$ cat config.mk
export PLATFORM = sky130hd
export DESIGN_NAME = pattern_detect_sched
export DESIGN_NICKNAME = d
export VERILOG_FILES = /design/src/rtl/pattern_detect_sched.sv
export SDC_FILE = /design/constraint.sdc
export NUM_CORES = 1
export LEC_CHECK = 0
export BUFFER_PORTS_ARGS = -buffer_cell sky130_fd_sc_hd__clkbuf_2
export CAP_MARGIN = 15
export CORE_MARGIN = 1.5
export CORE_UTILIZATION = 50
export CTS_BUF_LIST = sky130_fd_sc_hd__clkbuf_4 sky130_fd_sc_hd__clkbuf_8 sky130_fd_sc_hd__clkbuf_16
export DETAILED_ROUTE_END_ITERATION = 7
export PLACE_DENSITY_LB_ADDON = 0.05
export SKIP_CTS_REPAIR_TIMING = 1
export SYNTH_ARGS = -nofsm -noshare
export SYNTH_HDL_FRONTEND = slang
export SYNTH_SLANG_ARGS = --single-unit
$ cat constraint.sdc
create_clock -name clk -period 3.5 [get_ports clk]
set_input_delay 0.7 -clock clk [delete_from_list [all_inputs] [get_ports clk]]
set_output_delay 0.7 -clock clk [all_outputs]
set_load 0.1 [all_outputs]
$ cat src/rtl/pattern_detect_sched.sv
// Round-robin scheduler sharing one programmable serial pattern detector
// among NUM_CH bit-serial requesters, with per-channel history.
//
// Ports:
//   clk          in   rising-edge clock
//   reset        in   synchronous active-high reset
//   req          in   per-channel request, bit_in[i] valid while req[i]
//   bit_in       in   per-channel serial data bit
//   gnt          out  one-hot combinational grant, bit consumed on req&gnt
//   cfg_load     in   load cfg_pattern at next edge, flushes histories
//   cfg_pattern  in   new pattern value (MSB = oldest bit)
//   match_valid  out  1-cycle pulse when a pattern completes
//   match_ch     out  channel of the last match (holds between matches)
//   match_count  out  saturating number of matches since reset
module pattern_detect_sched #(
  parameter int               NUM_CH  = 4,
  parameter int               PAT_W   = 3,
  parameter logic [PAT_W-1:0] PATTERN = 3'b101,
  parameter bit               OVERLAP = 1'b1,
  parameter int               CNT_W   = 8
) (
  input  logic                      clk,
  input  logic                      reset,
  input  logic [NUM_CH-1:0]         req,
  input  logic [NUM_CH-1:0]         bit_in,
  output logic [NUM_CH-1:0]         gnt,
  input  logic                      cfg_load,
  input  logic [PAT_W-1:0]          cfg_pattern,
  output logic                      match_valid,
  output logic [$clog2(NUM_CH)-1:0] match_ch,
  output logic [CNT_W-1:0]          match_count
);

  localparam int CH_W = $clog2(NUM_CH);
  localparam int FW   = $clog2(PAT_W);
  localparam logic [FW-1:0] FILL_MAX = FW'(PAT_W - 1);

  typedef enum logic {
    S_RUN   = 1'b0,
    S_FLUSH = 1'b1
  } state_t;

  state_t            r_state;
  state_t            w_state_nxt;
  logic [PAT_W-1:0]  r_pat;
  logic [PAT_W-2:0]  r_hist [NUM_CH];
  logic [FW-1:0]     r_fill [NUM_CH];
  logic [CH_W-1:0]   r_ptr;
  logic              r_mv;
  logic [CH_W-1:0]   r_mch;
  logic [CNT_W-1:0]  r_cnt;

  logic              w_grant_en;
  logic              w_found;
  logic [CH_W-1:0]   w_g;
  logic [CH_W-1:0]   w_g_nxt;
  logic [CH_W:0]     w_sum;
  logic [CH_W-1:0]   w_idx;
  logic              w_consume;
  logic [PAT_W-1:0]  w_win;
  logic              w_hit;

  // Controller: a load always lands in FLUSH; FLUSH lasts one cycle.
  always_comb begin
    w_state_nxt = r_state;
    w_grant_en  = 1'b0;
    case (r_state)
      S_RUN:   w_grant_en  = 1'b1;
      S_FLUSH: w_state_nxt = S_RUN;
      default: w_state_nxt = S_RUN;
    endcase
    if (cfg_load) begin
      w_state_nxt = S_FLUSH;
      w_grant_en  = 1'b0;
    end
    if (reset) begin
      w_grant_en = 1'b0;
    end
  end

  always_ff @(posedge clk) begin
    if (reset) begin
      r_state <= S_RUN;
    end else begin
      r_state <= w_state_nxt;
    end
  end

  // Rotating-priority search starting at r_ptr, wrapping modulo NUM_CH.
  always_comb begin
    w_found = 1'b0;
    w_g     = '0;
    w_sum   = '0;
    w_idx   = '0;
    for (int k = 0; k < NUM_CH; k++) begin
      w_sum = {1'b0, r_ptr} + (CH_W+1)'(k);
      if (w_sum >= (CH_W+1)'(NUM_CH)) begin
        w_sum = w_sum - (CH_W+1)'(NUM_CH);
      end
      w_idx = w_sum[CH_W-1:0];
      if (!w_found && req[w_idx]) begin
        w_found = 1'b1;
        w_g     = w_idx;
      end
    end
  end

  assign w_consume = w_grant_en && w_found;
  assign gnt       = w_consume ? (NUM_CH'(1) << w_g) : '0;
  assign w_g_nxt   = (w_g == CH_W'(NUM_CH - 1)) ? '0 : w_g + CH_W'(1);

  // Window is the granted channel's stored bits plus the incoming bit.
  assign w_win = {r_hist[w_g], bit_in[w_g]};
  assign w_hit = w_consume
              && (r_fill[w_g] == FILL_MAX)
              && (w_win == r_pat);

  always_ff @(posedge clk) begin
    if (reset) begin
      r_pat <= PATTERN;
      r_ptr <= '0;
      r_mv  <= 1'b0;
      r_mch <= '0;
      r_cnt <= '0;
      for (int i = 0; i < NUM_CH; i++) begin
        r_hist[i] <= '0;
        r_fill[i] <= '0;
      end
    end else begin
      r_mv <= w_hit;
      if (cfg_load) begin
        r_pat <= cfg_pattern;
        for (int i = 0; i < NUM_CH; i++) begin
          r_hist[i] <= '0;
          r_fill[i] <= '0;
        end
      end else if (w_consume) begin
        r_ptr       <= w_g_nxt;
        r_hist[w_g] <= w_win[PAT_W-2:0];
        if (w_hit && !OVERLAP) begin
          r_fill[w_g] <= '0;
        end else if (r_fill[w_g] != FILL_MAX) begin
          r_fill[w_g] <= r_fill[w_g] + FW'(1);
        end
      end
      if (w_hit) begin
        r_mch <= w_g;
        if (r_cnt != '1) begin
          r_cnt <= r_cnt + CNT_W'(1);
        end
      end
    end
  end

  assign match_valid = r_mv;
  assign match_ch    = r_mch;
  assign match_count = r_cnt;

endmodule
==> impl_metrics.py <==
metrics = {
    "outcome": {
        "status": "complete, no violations",
    },
    "clock_tree": {
        "path_clk_slew_ns": 0.06,
        "htree_levels": 2,
        "clk_path_buf_depth": 2,
        "cts_tree": "yes",
        "cts.sinks": 33,
        "insertion_delay_ns": 0.28,
        "numCtsBuffers": 5,
        "clockRootBuffer": "clkbuf_8",
    },
    "critical_path": {
        "crit_chain": "clkbuf_2 > nor2b_2 > o21bai_2 > nand2_2 > inv_1 > ha_1 > nand2_1 > inv_1 > buf_12",
        "r2r_start": "r_ptr[0]",
        "crit_slowest_cell": "o21bai_2",
        "crit_top_cell": "inv_1",
        "endpoint_kind": "primary output",
        "start_kind": "primary input",
        "worstSetupPathType": "primary input to primary output",
        "cp.arrival_ns": 2.41,
        "path_max_fanout": 9,
        "cp.required_ns": 2.80,
        "crit_path_start": "req[0]",
        "crit_path_max_incr_delay_ns": 0.29,
    },
    "logic_synthesis": {
        "synth_simple_gate_area_share_pct": 29.0,
        "synth_seq_cells": 33,
        "synth_fp_nets": 225,
        "synth.top_cell.area_share_pct": 25.6,
        "muxShareOfSynthArea_pct": 2.80,
        "async_flop_share_pct": 0,
        "synth_cell_type_count": 45,
        "yosysWarnings": 0,
        "synth_area_per_cell_um2": 9.14,
        "synth_top_family_by_area": "simple AND/OR/NAND/NOR gates",
        "synth.most_common_cell": "nand2_1",
        "synthTopCellsByCount": "nand2_1 (24), nor2_1 (18), dfxtp_1 (17)",
        "synth_flop_cell": "dfxtp_1",
        "netlist_area_mm2": 0.00187,
        "synth-xor-area-share_pct": 0,
        "yosysSeqAreaShare_pct": 43.8,
        "synth_compound_area_share_pct": 16.0,
        "yosys-top-cells-area": "edfxtp_1 (26%), dfxtp_1 (18%), nand2_1 (4.8%)",
        "yosysTopAreaCell": "edfxtp_1",
        "synth_edf_count": 16,
        "syn_inst": 205,
        "synth_adder_area_share_pct": 4.01,
    },
    "placed_design": {
        "port_buffers": 28,
        "postPlaceCellArea_mm2": 0.00209,
        "pre_cts_slack_ns": 0.200,
        "gp_congestion": 0.872,
        "dp_hpwl_mm": 3.20,
    },
    "route": {
        "dr_wl_met3_um": 226,
        "remaining_drc_errors": 0,
        "wl_per_cell_um": 14.8,
        "vias_per_cell": 5.69,
        "drtIter0Drc": 99,
        "postRouteAntennaNets": 0,
        "dr_total_vias": 1632,
        "firstDrtPassIters": 5,
        "wl_met2_mm": 2.12,
        "topRoutingLayerUsed": "met4",
        "drt-met1-wl_mm": 1.82,
        "wl_mm": 4.24,
    },
    "global_route": {
        "grt_pass1_wl_mm": 7.35,
        "antenna_found_initial": 0,
        "overflow": 0,
        "grt_pass1_vias": 1582,
        "grt_start_max_net_pins": 19,
        "gr-usage-all-layers_pct": 23.3,
    },
    "final_layout": {
        "ff_latch_area_um2": 821,
        "layout.nets": 258,
        "areaGrowthSynthToFinish_pct": 16.3,
        "drive_gt1_share_pct": 24.7,
        "final_cell_area_mm2": 0.00218,
        "multi_input_area_um2": 971,
        "diodes": 0,
        "final_core_util_pct": 60.0,
        "nFillCells": 329,
    },
    "sta": {
        "worst_pin_slew_ns": 0.564,
        "maxSlewHeadroom_pct": 62.3,
        "hold_viol": 0,
        "rsz0062_at_grt": "no",
        "period_share_pct": 88.9,
        "period_minus_slack_ns": 3.11,
        "tns_ns": 0,
        "setup_viol": 0,
        "fin_worst_skew_ns": 0.00201,
        "fin_hold_ws_ns": 0.499,
        "fmax_ghz": 0.321,
        "setup_ws_ns": 0.389,
        "drv_slew": 0,
    },
    "floorplanning": {
        "die-area_mm2": 0.00412,
        "rows": 22,
        "start_util_pct": 51.6,
        "dieWidth_um": 64.2,
        "die_y_um": 64.2,
        "ioPinCount": 29,
        "coreArea_mm2": 0.00363,
    },
    "job": {
        "drv_cap": 0,
    },
    "power_and_ir_drop": {
        "power_density_mw_per_mm2": 415,
        "leakagePower_uw": 0.000900,
        "ir_drop_v": 0.000234,
    },
    "hold_path": {
        "min_path_type": "register to register",
        "holdCritStartpoint": "match_ch[0]",
    },
}
-- worst max-delay path, delay by kind of cell --
kind / cells / cell delay (ns)
buffers and inverters: 4 / 0.69
and+or+nand+nor: 3 / 0.54
AOI/OAI and AO/OA: 1 / 0.29
adders and majority gates: 1 / 0.18
-- layout make-up --
| type | count | share of cell area, % |
|---|---|---|
| clock buffer | 8 | 4.19 |
| inverter | 11 | 1.89 |
| multi-input combinational | 156 | 44.5 |
| sequential | 33 | 37.7 |
| tap | 48 | 2.76 |
| timing repair buffer | 31 | 8.96 |
-- report_power, final --
group,total (uW),leakage [uW],switching [uW],internal (uW)
logic,181,0.000534,122,59.0
clock network,294,0.0000498,130,164
registers,430,0.000317,7.74,422
total,905,0.000900,259,645
-- logic make-up after synthesis --
group,Yosys count
and+or+nand+nor,101
AOI/OAI and AO/OA,44
DFF,33
buffers and inverters,16
adders and majority gates,6
muxes,5
-- final timing paths --
check                                       to  slack, ns  depth (start not counted)
worst min-delay path               match_ch[0]       0.50                          2
worst max register to register  match_count[2]       0.72                         12
worst max-delay path                    gnt[2]       0.39                          9
worst min register to register     match_ch[0]       0.50                          2
-- metal layers --
metal	vias up	track usage (%)
met5	-	0
met4	0	9.04
met3	8	5.46
met2	41	39.2
met1	771	29.0
li1	812	-
-- placed cells by master, fill, tap and decap left out, types with 3 or more instances in the layout --
| cell type | n |
|---|---|
| o21ai_0 | 13 |
| o31ai_1 | 3 |
| inv_1 | 10 |
| and2_1 | 4 |
| a21oi_1 | 9 |
| nor2b_1 | 6 |
| nand4_1 | 5 |
| nand3_1 | 12 |
| buf_4 | 4 |
| clkbuf_2 | 25 |
| nor3_1 | 8 |
| clkbuf_4 | 3 |
| edfxtp_1 | 16 |
| ha_1 | 6 |
| dfxtp_1 | 17 |
| nand2_1 | 24 |
| clkbuf_8 | 5 |
| or3_1 | 4 |
| and3_1 | 6 |
| nor2_1 | 18 |
| mux2i_1 | 3 |
-- state kept, by name, summed over array words and instances (netlist names) --
name,flops
r_state,1
match_count,8
r_pat,3
r_hist,8
r_ptr,2
r_fill,8
match_valid,1
match_ch,2
-- stage by stage --
stage | instances | power, uW
floorplan | 205 | 568
global placement | 279 | 609
detailed placement | 279 | 616
CTS | 287 | 912
global route | 287 | 953
finish | 287 | 905
No activity file was read; power rests on OpenSTA's default activity.
